--- config.mk ---
export PLATFORM = sky130hd
export DESIGN_NAME = fft_frame_seq
export DESIGN_NICKNAME = d
export VERILOG_FILES = /design/src/rtl/fft_frame_seq.sv
export SDC_FILE = /design/constraint.sdc
export NUM_CORES = 1
export LEC_CHECK = 0
export ABC_AREA = 1
export BUFFER_PORTS_ARGS = -buffer_cell sky130_fd_sc_hd__buf_4
export CORE_ASPECT_RATIO = 0.5
export CORE_UTILIZATION = 35
export CTS_CLUSTER_DIAMETER = 80
export DETAILED_ROUTE_END_ITERATION = 6
export HOLD_SLACK_MARGIN = 0.02
export PLACE_DENSITY = 0.7
export SYNTH_ARGS = -nofsm -noshare
export SYNTH_HDL_FRONTEND = slang
export SYNTH_SLANG_ARGS = --single-unit
--- constraint.sdc ---
create_clock -name CLK -period 1.7 [get_ports CLK]
set_input_delay 0.085 -clock CLK [delete_from_list [all_inputs] [get_ports CLK]]
set_output_delay 0.085 -clock CLK [all_outputs]
set_load 0.01 [all_outputs]
--- src/rtl/fft_frame_seq.sv ---
// fft_frame_seq: runs frames through an external streaming FFT core.
// Each frame is loaded, the result is awaited, then read out bin by bin.
module fft_frame_seq #(
  parameter int FFT_SIZE    = 256,
  parameter int WIDTH       = 32,
  parameter int TIMEOUT_CYC = 65535,
  localparam int AW         = $clog2(FFT_SIZE)
) (
  input  logic             CLK,
  input  logic             NGRST,
  input  logic             ENABLE,
  input  logic             CLR_ERR,
  input  logic             S_VALID,
  output logic             S_READY,
  input  logic [WIDTH-1:0] S_RE,
  input  logic [WIDTH-1:0] S_IM,
  input  logic             FFT_BUF_READY,
  output logic             FFT_DATAI_VALID,
  output logic [WIDTH-1:0] FFT_DATAI_RE,
  output logic [WIDTH-1:0] FFT_DATAI_IM,
  input  logic             FFT_OUTP_READY,
  output logic             FFT_READ_OUTP,
  input  logic             FFT_DATAO_VALID,
  input  logic [WIDTH-1:0] FFT_DATAO_RE,
  input  logic [WIDTH-1:0] FFT_DATAO_IM,
  output logic             M_VALID,
  output logic [WIDTH-1:0] M_RE,
  output logic [WIDTH-1:0] M_IM,
  output logic [AW-1:0]    M_BIN,
  output logic             M_LAST,
  output logic [15:0]      FRAME_CNT,
  output logic             BUSY,
  output logic             ERR_TIMEOUT,
  output logic             ERR_UNEXP
);

  typedef enum logic [1:0] {
    IDLE,
    LOAD,
    WAIT_RES,
    READ
  } state_e;

  localparam logic [AW-1:0] LAST_IDX = AW'(FFT_SIZE - 1);
  localparam logic [31:0]   TO_LAST  = 32'(TIMEOUT_CYC - 1);

  state_e state_q, state_d;

  logic [AW-1:0]    load_cnt_q, load_cnt_d;
  logic [AW-1:0]    out_cnt_q, out_cnt_d;
  logic [31:0]      to_cnt_q, to_cnt_d;
  logic [15:0]      frame_cnt_q, frame_cnt_d;
  logic             m_valid_q, m_valid_d;
  logic             m_last_q, m_last_d;
  logic [AW-1:0]    m_bin_q, m_bin_d;
  logic [WIDTH-1:0] m_re_q, m_re_d;
  logic [WIDTH-1:0] m_im_q, m_im_d;
  logic             err_to_q, err_to_d;
  logic             err_ux_q, err_ux_d;

  logic s_ready;
  logic read_outp;
  logic accept;
  logic last_in;
  logic out_fire;
  logic last_out;
  logic to_hit;
  logic ux_set;

  assign accept   = s_ready & S_VALID;
  assign last_in  = load_cnt_q == LAST_IDX;
  assign out_fire = (state_q == READ) & FFT_DATAO_VALID;
  assign last_out = out_cnt_q == LAST_IDX;
  assign ux_set   = (state_q != READ) & FFT_DATAO_VALID;
  assign to_hit   = (state_q == WAIT_RES) & ~FFT_OUTP_READY
                  & (to_cnt_q == TO_LAST);

  always_ff @(posedge CLK or negedge NGRST) begin
    if (!NGRST) begin
      state_q <= IDLE;
    end else begin
      state_q <= state_d;
    end
  end

  always_comb begin
    state_d = state_q;
    unique case (state_q)
      IDLE: begin
        if (ENABLE) state_d = LOAD;
      end
      LOAD: begin
        if (accept && last_in) state_d = WAIT_RES;
      end
      WAIT_RES: begin
        if (FFT_OUTP_READY) state_d = READ;
        else if (to_hit) state_d = IDLE;
      end
      READ: begin
        if (out_fire && last_out) state_d = ENABLE ? LOAD : IDLE;
      end
      default: state_d = IDLE;
    endcase
  end

  always_comb begin
    s_ready   = 1'b0;
    read_outp = 1'b0;
    unique case (state_q)
      LOAD:     s_ready   = FFT_BUF_READY;
      WAIT_RES: read_outp = FFT_OUTP_READY;
      default: ;
    endcase
  end

  always_comb begin
    load_cnt_d  = load_cnt_q;
    out_cnt_d   = out_cnt_q;
    frame_cnt_d = frame_cnt_q;
    m_valid_d   = out_fire;
    m_last_d    = out_fire & last_out;
    m_bin_d     = m_bin_q;
    m_re_d      = m_re_q;
    m_im_d      = m_im_q;
    to_cnt_d    = '0;
    if (accept) begin
      load_cnt_d = last_in ? '0 : load_cnt_q + 1'b1;
    end
    if (state_q == WAIT_RES) begin
      to_cnt_d = to_cnt_q + 32'd1;
    end
    if (out_fire) begin
      out_cnt_d = last_out ? '0 : out_cnt_q + 1'b1;
      m_bin_d   = out_cnt_q;
      m_re_d    = FFT_DATAO_RE;
      m_im_d    = FFT_DATAO_IM;
      if (last_out) frame_cnt_d = frame_cnt_q + 16'd1;
    end
    // a new error event outranks a simultaneous clear
    err_to_d = to_hit | (err_to_q & ~CLR_ERR);
    err_ux_d = ux_set | (err_ux_q & ~CLR_ERR);
  end

  always_ff @(posedge CLK or negedge NGRST) begin
    if (!NGRST) begin
      load_cnt_q  <= '0;
      out_cnt_q   <= '0;
      to_cnt_q    <= '0;
      frame_cnt_q <= '0;
      m_valid_q   <= 1'b0;
      m_last_q    <= 1'b0;
      m_bin_q     <= '0;
      m_re_q      <= '0;
      m_im_q      <= '0;
      err_to_q    <= 1'b0;
      err_ux_q    <= 1'b0;
    end else begin
      load_cnt_q  <= load_cnt_d;
      out_cnt_q   <= out_cnt_d;
      to_cnt_q    <= to_cnt_d;
      frame_cnt_q <= frame_cnt_d;
      m_valid_q   <= m_valid_d;
      m_last_q    <= m_last_d;
      m_bin_q     <= m_bin_d;
      m_re_q      <= m_re_d;
      m_im_q      <= m_im_d;
      err_to_q    <= err_to_d;
      err_ux_q    <= err_ux_d;
    end
  end

  assign S_READY         = s_ready;
  assign FFT_DATAI_VALID = accept;
  assign FFT_DATAI_RE    = S_RE;
  assign FFT_DATAI_IM    = S_IM;
  assign FFT_READ_OUTP   = read_outp;
  assign M_VALID         = m_valid_q;
  assign M_LAST          = m_last_q;
  assign M_BIN           = m_bin_q;
  assign M_RE            = m_re_q;
  assign M_IM            = m_im_q;
  assign FRAME_CNT       = frame_cnt_q;
  assign BUSY            = state_q != IDLE;
  assign ERR_TIMEOUT     = err_to_q;
  assign ERR_UNEXP       = err_ux_q;

endmodule

==> results of run 1 <==
## report_power, final
part	leakage (nW)	internal (mW)	switching, mW
registers	1.79	4.39	0.699
clock network	0.298	2.43	1.45
logic	2.69	1.96	2.27
## stage by stage
step | utilization [%] | area [um^2] | power, mW
floorplan | - | 6984 | 7.169
global placement | 41.74 | 8140 | 9.037
detailed placement | 41.74 | 8140 | 9.168
CTS | 48.50 | 9459 | 13.22
global route | 48.72 | 9502 | 13.99
finish | 48.72 | 9502 | 13.20
## routing by layer
layer  wire, um  part of all wire (%)  vias up
li1           -                     -     3041
met1       7379                    39     2887
met3       1296                   6.8       69
met5          0                     0        -
met2       9562                    50      236
met4        716                   3.8        0
## worst register-to-register path: stages (launching register included)
cell     delay, ps
dfrtp_1        430
nand2_1        150
nor2_1         280
nand4_1        240
inv_2          120
nand3_1         90
nand2_1         80
nand2_1         50
nor2_1         100
## sequential cells by signal, summed over array words and instances (netlist names)
name and count:
M_LAST 1, FRAME_CNT 16, out_cnt_q 8, load_cnt_q 8
M_IM 32, M_BIN 8, ERR_TIMEOUT 1, M_RE 32
M_VALID 1, to_cnt_q 32, state_q 2, ERR_UNEXP 1
## final timing paths
kind / from / to / slack, ps
max in group asynchronous: NGRST / to_cnt_q[30]$_DFF_PN0_ / 900
min in group asynchronous: NGRST / M_RE[12]$_DFFE_PN0N_ / 170
setup / recovery: state_q[1]$_DFFE_PN0P_ / FFT_DATAI_VALID / 80
hold / removal: S_VALID / load_cnt_q[1]$_DFFE_PN0P_ / 70
hold reg to reg: M_BIN[1]$_DFFE_PN0N_ / M_BIN[1]$_DFFE_PN0N_ / 470
setup reg to reg: to_cnt_q[5]$_DFF_PN0_ / to_cnt_q[24]$_DFF_PN0_ / 100
## repair_timing
action                                  4_1_cts  5_1_grt
hold buffers                                 69        0
buffers inserted                              0        1
pin swaps                                     0        2
hold endpoints to repair                    175        0
endpoints found under the setup margin        1       29
resized for setup                             1       12
## cell usage after synthesis (4+ instances only)
cell	number	area share, %
buf_2	7	0.50
inv_1	71	3.8
nor3_1	21	1.5
nor2_2	5	0.45
xor2_1	21	2.6
o21ai_0	31	2.2
ha_1	5	0.90
nand3_2	4	0.57
o21a_1	4	0.43
nand2_1	327	18
buf_4	65	7.0
nand4_1	13	1.2
nor2_1	90	4.8
dfrtp_1	142	51
a31oi_1	5	0.45
clkbuf_1	10	0.54
nand3_1	21	1.5
a21oi_1	21	1.5
## cell usage in the layout (no fill, tap or decap)
| cell type | count |
|---|---|
| a21oi_1 | 21 |
| a31oi_1 | 5 |
| and3_1 | 1 |
| buf_12 | 2 |
| buf_4 | 179 |
| buf_6 | 1 |
| bufinv_16 | 3 |
| clkbuf_16 | 17 |
| clkbuf_8 | 3 |
| clkinv_2 | 1 |
| clkinv_4 | 5 |
| clkinvlp_4 | 3 |
| dfrtp_1 | 142 |
| dlygate4sd3_1 | 69 |
| ha_1 | 4 |
| ha_2 | 1 |
| inv_1 | 69 |
| inv_2 | 3 |
| inv_4 | 1 |
| nand2_1 | 325 |
| nand2_2 | 2 |
| nand3_1 | 20 |
| nand3_2 | 5 |
| nand3b_1 | 1 |
| nand4_1 | 13 |
| nor2_1 | 86 |
| nor2_2 | 8 |
| nor2_4 | 2 |
| nor3_1 | 19 |
| nor3_2 | 3 |
| nor3b_1 | 1 |
| nor3b_2 | 2 |
| o21a_1 | 4 |
| o21ai_0 | 31 |
| o22ai_1 | 1 |
| xnor2_1 | 2 |
| xor2_1 | 21 |
## area by class of cell
cell class                 count  area [um^2]  area share, %
clock buffer                  20        466.7          4.912
clock inverter                12        161.4          1.699
inverter                      73        276.5          2.910
multi-input combinational    578         2625          27.63
sequential                   142         3553          37.40
tap                          266        332.8          3.503
timing repair buffer         251         2086          21.95
## logic make-up (layout without fill, tap and decap cells)
group | after synthesis | count (layout)
fa+ha+maj | 5 | 5
compound gates | 62 | 62
flops | 142 | 142
buf+inv | 157 | 356
xor+xnor | 23 | 23
simple gates | 488 | 488
==> reports/qor.csv, run 1 <==
stage,metric,value,unit
timing,worst setup margin,84.77,ps
timing,min Tclk post-route,1615,ps
die,I/O Pins,296,
synthesis,Post-Synth Simple-Gate Area,28.57,%
routing,final WL,18.95,mm
synthesis,Syn Inst Count,877,
critical_path,"Cell Chain, Critical Path",nor2_2 -> nand3_2 -> inv_2 -> buf_4,
min_path,Hold Path Depth,4,
min_path,Min-Delay Path Class,input pin to register,
synthesis,synthesized area per cell,7.964,um^2
synthesis,post-synth cell types,29,
synthesis,Post-Synth Adder-Cell Area,0.8957,%
critical_path,"Arr. time, crit path",1530,ps
outcome,status,"complete, no violations",
place,DP Worst Slack,111.2,ps
synthesis,multiplexer share of the synthesized area,0,%
critical_path,Crit. End Element,primary output,
critical_path,Worst Path Required,1620,ps
timing,skew final,14.25,ps
run,max-cap violations,0,
synthesis,Main synth FF type,dfrtp_1,
cts,H-tree levels,4,
global_route,Overall Global Routing Usage,18.55,%
global_route,first-pass GRT wire length,30.17,mm
timing,f_max,619.1,MHz
cts,Root Buffer Master,clkbuf_16,
timing,part of the cycle the worst path needs,95.01,%
die,# rows,36,
cts,CTS Buf Count,17,
timing,worst-margin pin slew,487.7,ps
global_route,initial antenna violation count,0,
power,LEAKAGE,4.775,nW
die,die area,20560,um^2
synthesis,"Warnings, synthesis",0,
place,gpl congestion,0.9069,
critical_path,CP max FO,7,
cts,Sink Count,142,
routing,vias,6233,
critical_path,crit path kind,register to primary output,
routing,First-pass DRT Iterations,6,
timing,post-route setup TNS,0,ps
routing,number of DRC markers in iteration 0,356,
place,dpl cells,1240,
synthesis,xor and xnor area share after synthesis,2.884,%
global_route,pin count of the biggest net entering global routing,49,
synthesis,Post-Syn Area,6984,um^2
cts,Max Root-Sink Buffers,2,
routing,drt wl/cell,14.12,um
timing,slew margin rel.,67.49,%
global_route,met2 Use GR,32.68,%
die,core area,19500,um^2
global_route,number of global-route vias before repair,6267,
synthesis,Compound-Gate Fraction of Synth Area,4.694,%
layout,Final Non-Filler Cells,1342,
synthesis,"EDFF count, synth",0,
layout,final layout net count,1204,
critical_path,CP Depth,4,
die,starting density of the core,35.81,%
layout,Area Overhead vs Synth,36.04,%
timing,Fin Hold WS,71.09,ps
synthesis,fraction of registers with async set/reset,100.0,%
critical_path,CP startpoint kind,register,
timing,Slew Limit Fails,0,
power,Power Dens Cells,1389,nW/um^2
timing,final hold viol count,0,
layout,share of cells above drive strength 1,22.40,%
routing,DRC errors left,0,
synthesis,largest family of logic cells by synthesized area,simple AND/OR/NAND/NOR gates,
synthesis,Post-Syn Nets,1018,
cts,worst skew pair latency,420,ps
die,chip width,201.8,um
place,PortBufs,167,
routing,vias per cell,4.645,
global_route,met3 Use GR,5.644,%
layout,diode count,0,
critical_path,R2R cell count,8,
global_route,most used routing layer,met2,
global_route,Overflow after GRT,0,
critical_path,cell family with most CP delay,flip-flops,
routing,Post-DRT Antenna Nets,0,
cts,"Reg clk slew, reported paths",60,ps
cts,TritonCTS clock tree,yes,
synthesis,Seq cells post-synth,142,
timing,Final setup viols,0,
global_route,met1 Resource Use GR,20.30,%
critical_path,critical path's largest stage delay,430,ps
synthesis,"Seq/Total Area, Yosys",50.88,%
timing,unrepaired setup endpoints after global routing,true,
critical_path,Worst Path Buf+Inv,2,
place,Post-DP HPWL,13.18,mm
layout,# fillers,1766,
die,die height,101.9,um
power,peak supply drop,0.7827,mV
critical_path,Critical-path top delay cell,dfrtp_1,
Power figures use the tool's default switching activity.
==> run 2: changes to the inputs <==
Settings changed: ABC_AREA 1 to not set, CORE_UTILIZATION 35 to 40, PLACE_DENSITY 0.7 to 0.78.
==> run 2 against run 1 <==
Effect of this change:
- design area shrank 3.3%
- highest routed layer unchanged
- largest power group unchanged
- first-iteration DRC count down 7.9%
- register-to-register slack worse by 40 ps
- final cell count decreased by 15%
==> reports/qor.csv, run 2 <==
stage,metric,value,unit
critical_path,R2R cell count,5,
layout,Area Overhead vs Synth,39.34,%
cts,worst skew pair latency,420,ps
synthesis,"EDFF count, synth",0,
routing,max layer used,met4,
cts,"Reg clk slew, reported paths",60,ps
die,I/O Pins,296,
layout,"most common cell after layout, fill and taps aside",nand2_1,
die,die area,17030,um^2
place,gpl congestion,0.8172,
synthesis,most common cell in the netlist,nand2_1,
timing,Slew Limit Fails,0,
critical_path,RR Endpoint,to_cnt_q[22]$_DFF_PN0_,
routing,vias per cell,4.942,
critical_path,crit path kind,register to register,
layout,"commonest non-fill, non-tap cells in the layout","nand2_1, buf_4, dfrtp_1",
synthesis,cell accounting for the most synthesized area,dfrtp_1,
synthesis,fraction of registers with async set/reset,100.0,%
power,clock share of power,29.3,%
timing,part of the cycle the worst path needs,96.19,%
critical_path,Worst Path Required,2040,ps
power,P_int,8.302,mW
critical_path,Worst Setup SP,to_cnt_q[12]$_DFF_PN0_,
routing,wire length on met2,9.564,mm
synthesis,"Warnings, synthesis",0,
global_route,initial antenna violation count,1,
layout,share of cells above drive strength 1,28.49,%
timing,f_max,611.5,MHz
place,DP Area,7855,um^2
synthesis,Yosys top cell area share,53.90,%
timing,worst-margin pin slew,366.1,ps
min_path,Min-Delay Path Class,input pin to async pin,
synthesis,"top cells by area, synth","dfrtp_1, nand2_1, buf_4",
timing,worst setup margin,64.75,ps
layout,# fillers,1189,
global_route,Overflow after GRT,0,
routing,final WL,18.57,mm
synthesis,synthesized area per cell,9.285,um^2
power,LEAKAGE,4.611,nW
routing,drt wl/cell,16.22,um
timing,skew final,13.85,ps
global_route,Overall Global Routing Usage,22.44,%
timing,min Tclk post-route,1635,ps
power,peak supply drop,0.8185,mV
synthesis,Post-Syn Nets,851,
synthesis,Syn Inst Count,710,
critical_path,CP startpoint kind,register,
layout,fin area,9186,um^2
timing,final hold viol count,0,
routing,vias,5659,
place,PortBufs,167,
power,Comb pwr share,31.8,%
critical_path,end of the critical path,to_cnt_q[22]$_DFF_PN0_,
timing,Final setup viols,0,
routing,wl on met1,6.922,mm
cts,Max Root-Sink Buffers,2,
critical_path,CP max FO,6,
die,starting density of the core,41.90,%
critical_path,Crit. End Element,register,
global_route,first-pass GRT wire length,29.58,mm
timing,slew margin rel.,75.59,%
critical_path,Reg2Reg Launch Point,to_cnt_q[12]$_DFF_PN0_,
synthesis,Post-Syn Area,6593,um^2
cts,TritonCTS clock tree,yes,
global_route,number of global-route vias before repair,5765,
critical_path,R2R Setup Slk,60,ps
cts,Sink Count,142,
synthesis,"Seq/Total Area, Yosys",53.90,%
timing,post-route setup TNS,0,ps
layout,final layout net count,1052,
layout,area of the multi-input gates,2477,um^2
routing,Routed met3 length,1.183,mm
die,core area,15740,um^2
run,max-cap violations,0,
die,die height,92.78,um
synthesis,Seq cells post-synth,142,
die,chip width,183.6,um
cts,CTS Buf Count,17,
synthesis,Commonest cells post-synth,"nand2_1, dfrtp_1, buf_4",
layout,Reg area,3555,um^2
power,switch share,32.87,%
cts,H-tree levels,4,
routing,number of DRC markers in iteration 0,328,
layout,final core occ,58.38,%
outcome,status,"complete, no violations",
die,# rows,32,
cts,Root Buffer Master,clkbuf_16,
power,Sw Pwr,4.064,mW
place,DP Worst Slack,-2.846,ps
global_route,pin count of the biggest net entering global routing,49,
place,Post-DP HPWL,11.29,mm
critical_path,"Arr. time, crit path",1970,ps
synthesis,post-synth cell types,47,
power,Power Dens Cells,1346,nW/um^2
synthesis,Main synth FF type,dfrtp_1,
power,register share of total power,38.9,%
routing,DRC errors left,0,
routing,First-pass DRT Iterations,4,
routing,Post-DRT Antenna Nets,0,
run 2: how the worst min path moves through the flow:
stage	end	slack, ps
after global placement	load_cnt_q[4]$_DFFE_PN0P_	10
after global routing	load_cnt_q[4]$_DFFE_PN0P_	170
after detailed placement	load_cnt_q[4]$_DFFE_PN0P_	10
final	load_cnt_q[4]$_DFFE_PN0P_	140
after floorplan	ERR_TIMEOUT$_DFF_PN0_	-210
after CTS	load_cnt_q[4]$_DFFE_PN0P_	140
run 2: logic make-up after synthesis:
| logic type | after synthesis | share of synthesized area [%] |
|---|---|---|
| xor gates and xnor gates | 45 | 5.978 |
| adders and majority gates | 5 | 0.9489 |
| and+or+nand+nor | 386 | 26.40 |
| AOI/OAI and AO/OA | 34 | 3.246 |
| DFF | 142 | 53.90 |
| buffers and inverters | 98 | 9.528 |
run 2: critical path, cell delays in order (launching register included):
cell	delay [ps]
dfrtp_1	380
and4_4	210
and3_2	290
nand3_4	120
or4_1	470
o21ai_1	80
run 2: metal layers:
metal	up-vias	track usage, %
met3	97	6.252
met5	-	0
met4	0	14.44
li1	2647	-
met2	225	38.73
met1	2690	24.55
run 2: area by class of cell:
type | count | area share, %
repair buffers | 273 | 24.78
clock inverters | 12 | 1.308
diodes | 1 | 0.02724
clock buffers | 19 | 4.931
multi-input cells | 470 | 26.97
well taps | 221 | 3.010
inverters | 7 | 0.2860
flip-flops and latches | 142 | 38.70
run 2: power by group through the flow:
stage	sequential, mW	clock, mW	combinational [mW]
floorplan	5.15	0	1.43
global placement	4.77	0	3.57
detailed placement	4.81	0	3.64
CTS	4.77	3.66	3.81
global route	4.92	3.83	4.33
finish	4.81	3.62	3.94
run 2: repair_timing:
item,4_1_cts,5_1_grt
setup buffers,1,1
pin swaps,0,2
hold buffers,69,0
endpoints found under the hold margin,210,0
endpoints found under the setup margin,3,13
resized for setup,2,12
run 2: stage by stage:
| stage | power, mW | cells | hold slack, ps |
|---|---|---|---|
| 4_1_cts | 12.24 | 1143 | 144.5 |
| 5_1_grt | 13.07 | 1145 | 170.0 |
| 3_3_place_gp | 8.334 | 1042 | 14.04 |
| 2_1_floorplan | 6.576 | 710 | -210.6 |
| 6_report | 12.37 | 1145 | 142.5 |
| 3_5_place_dp | 8.453 | 1042 | 13.91 |
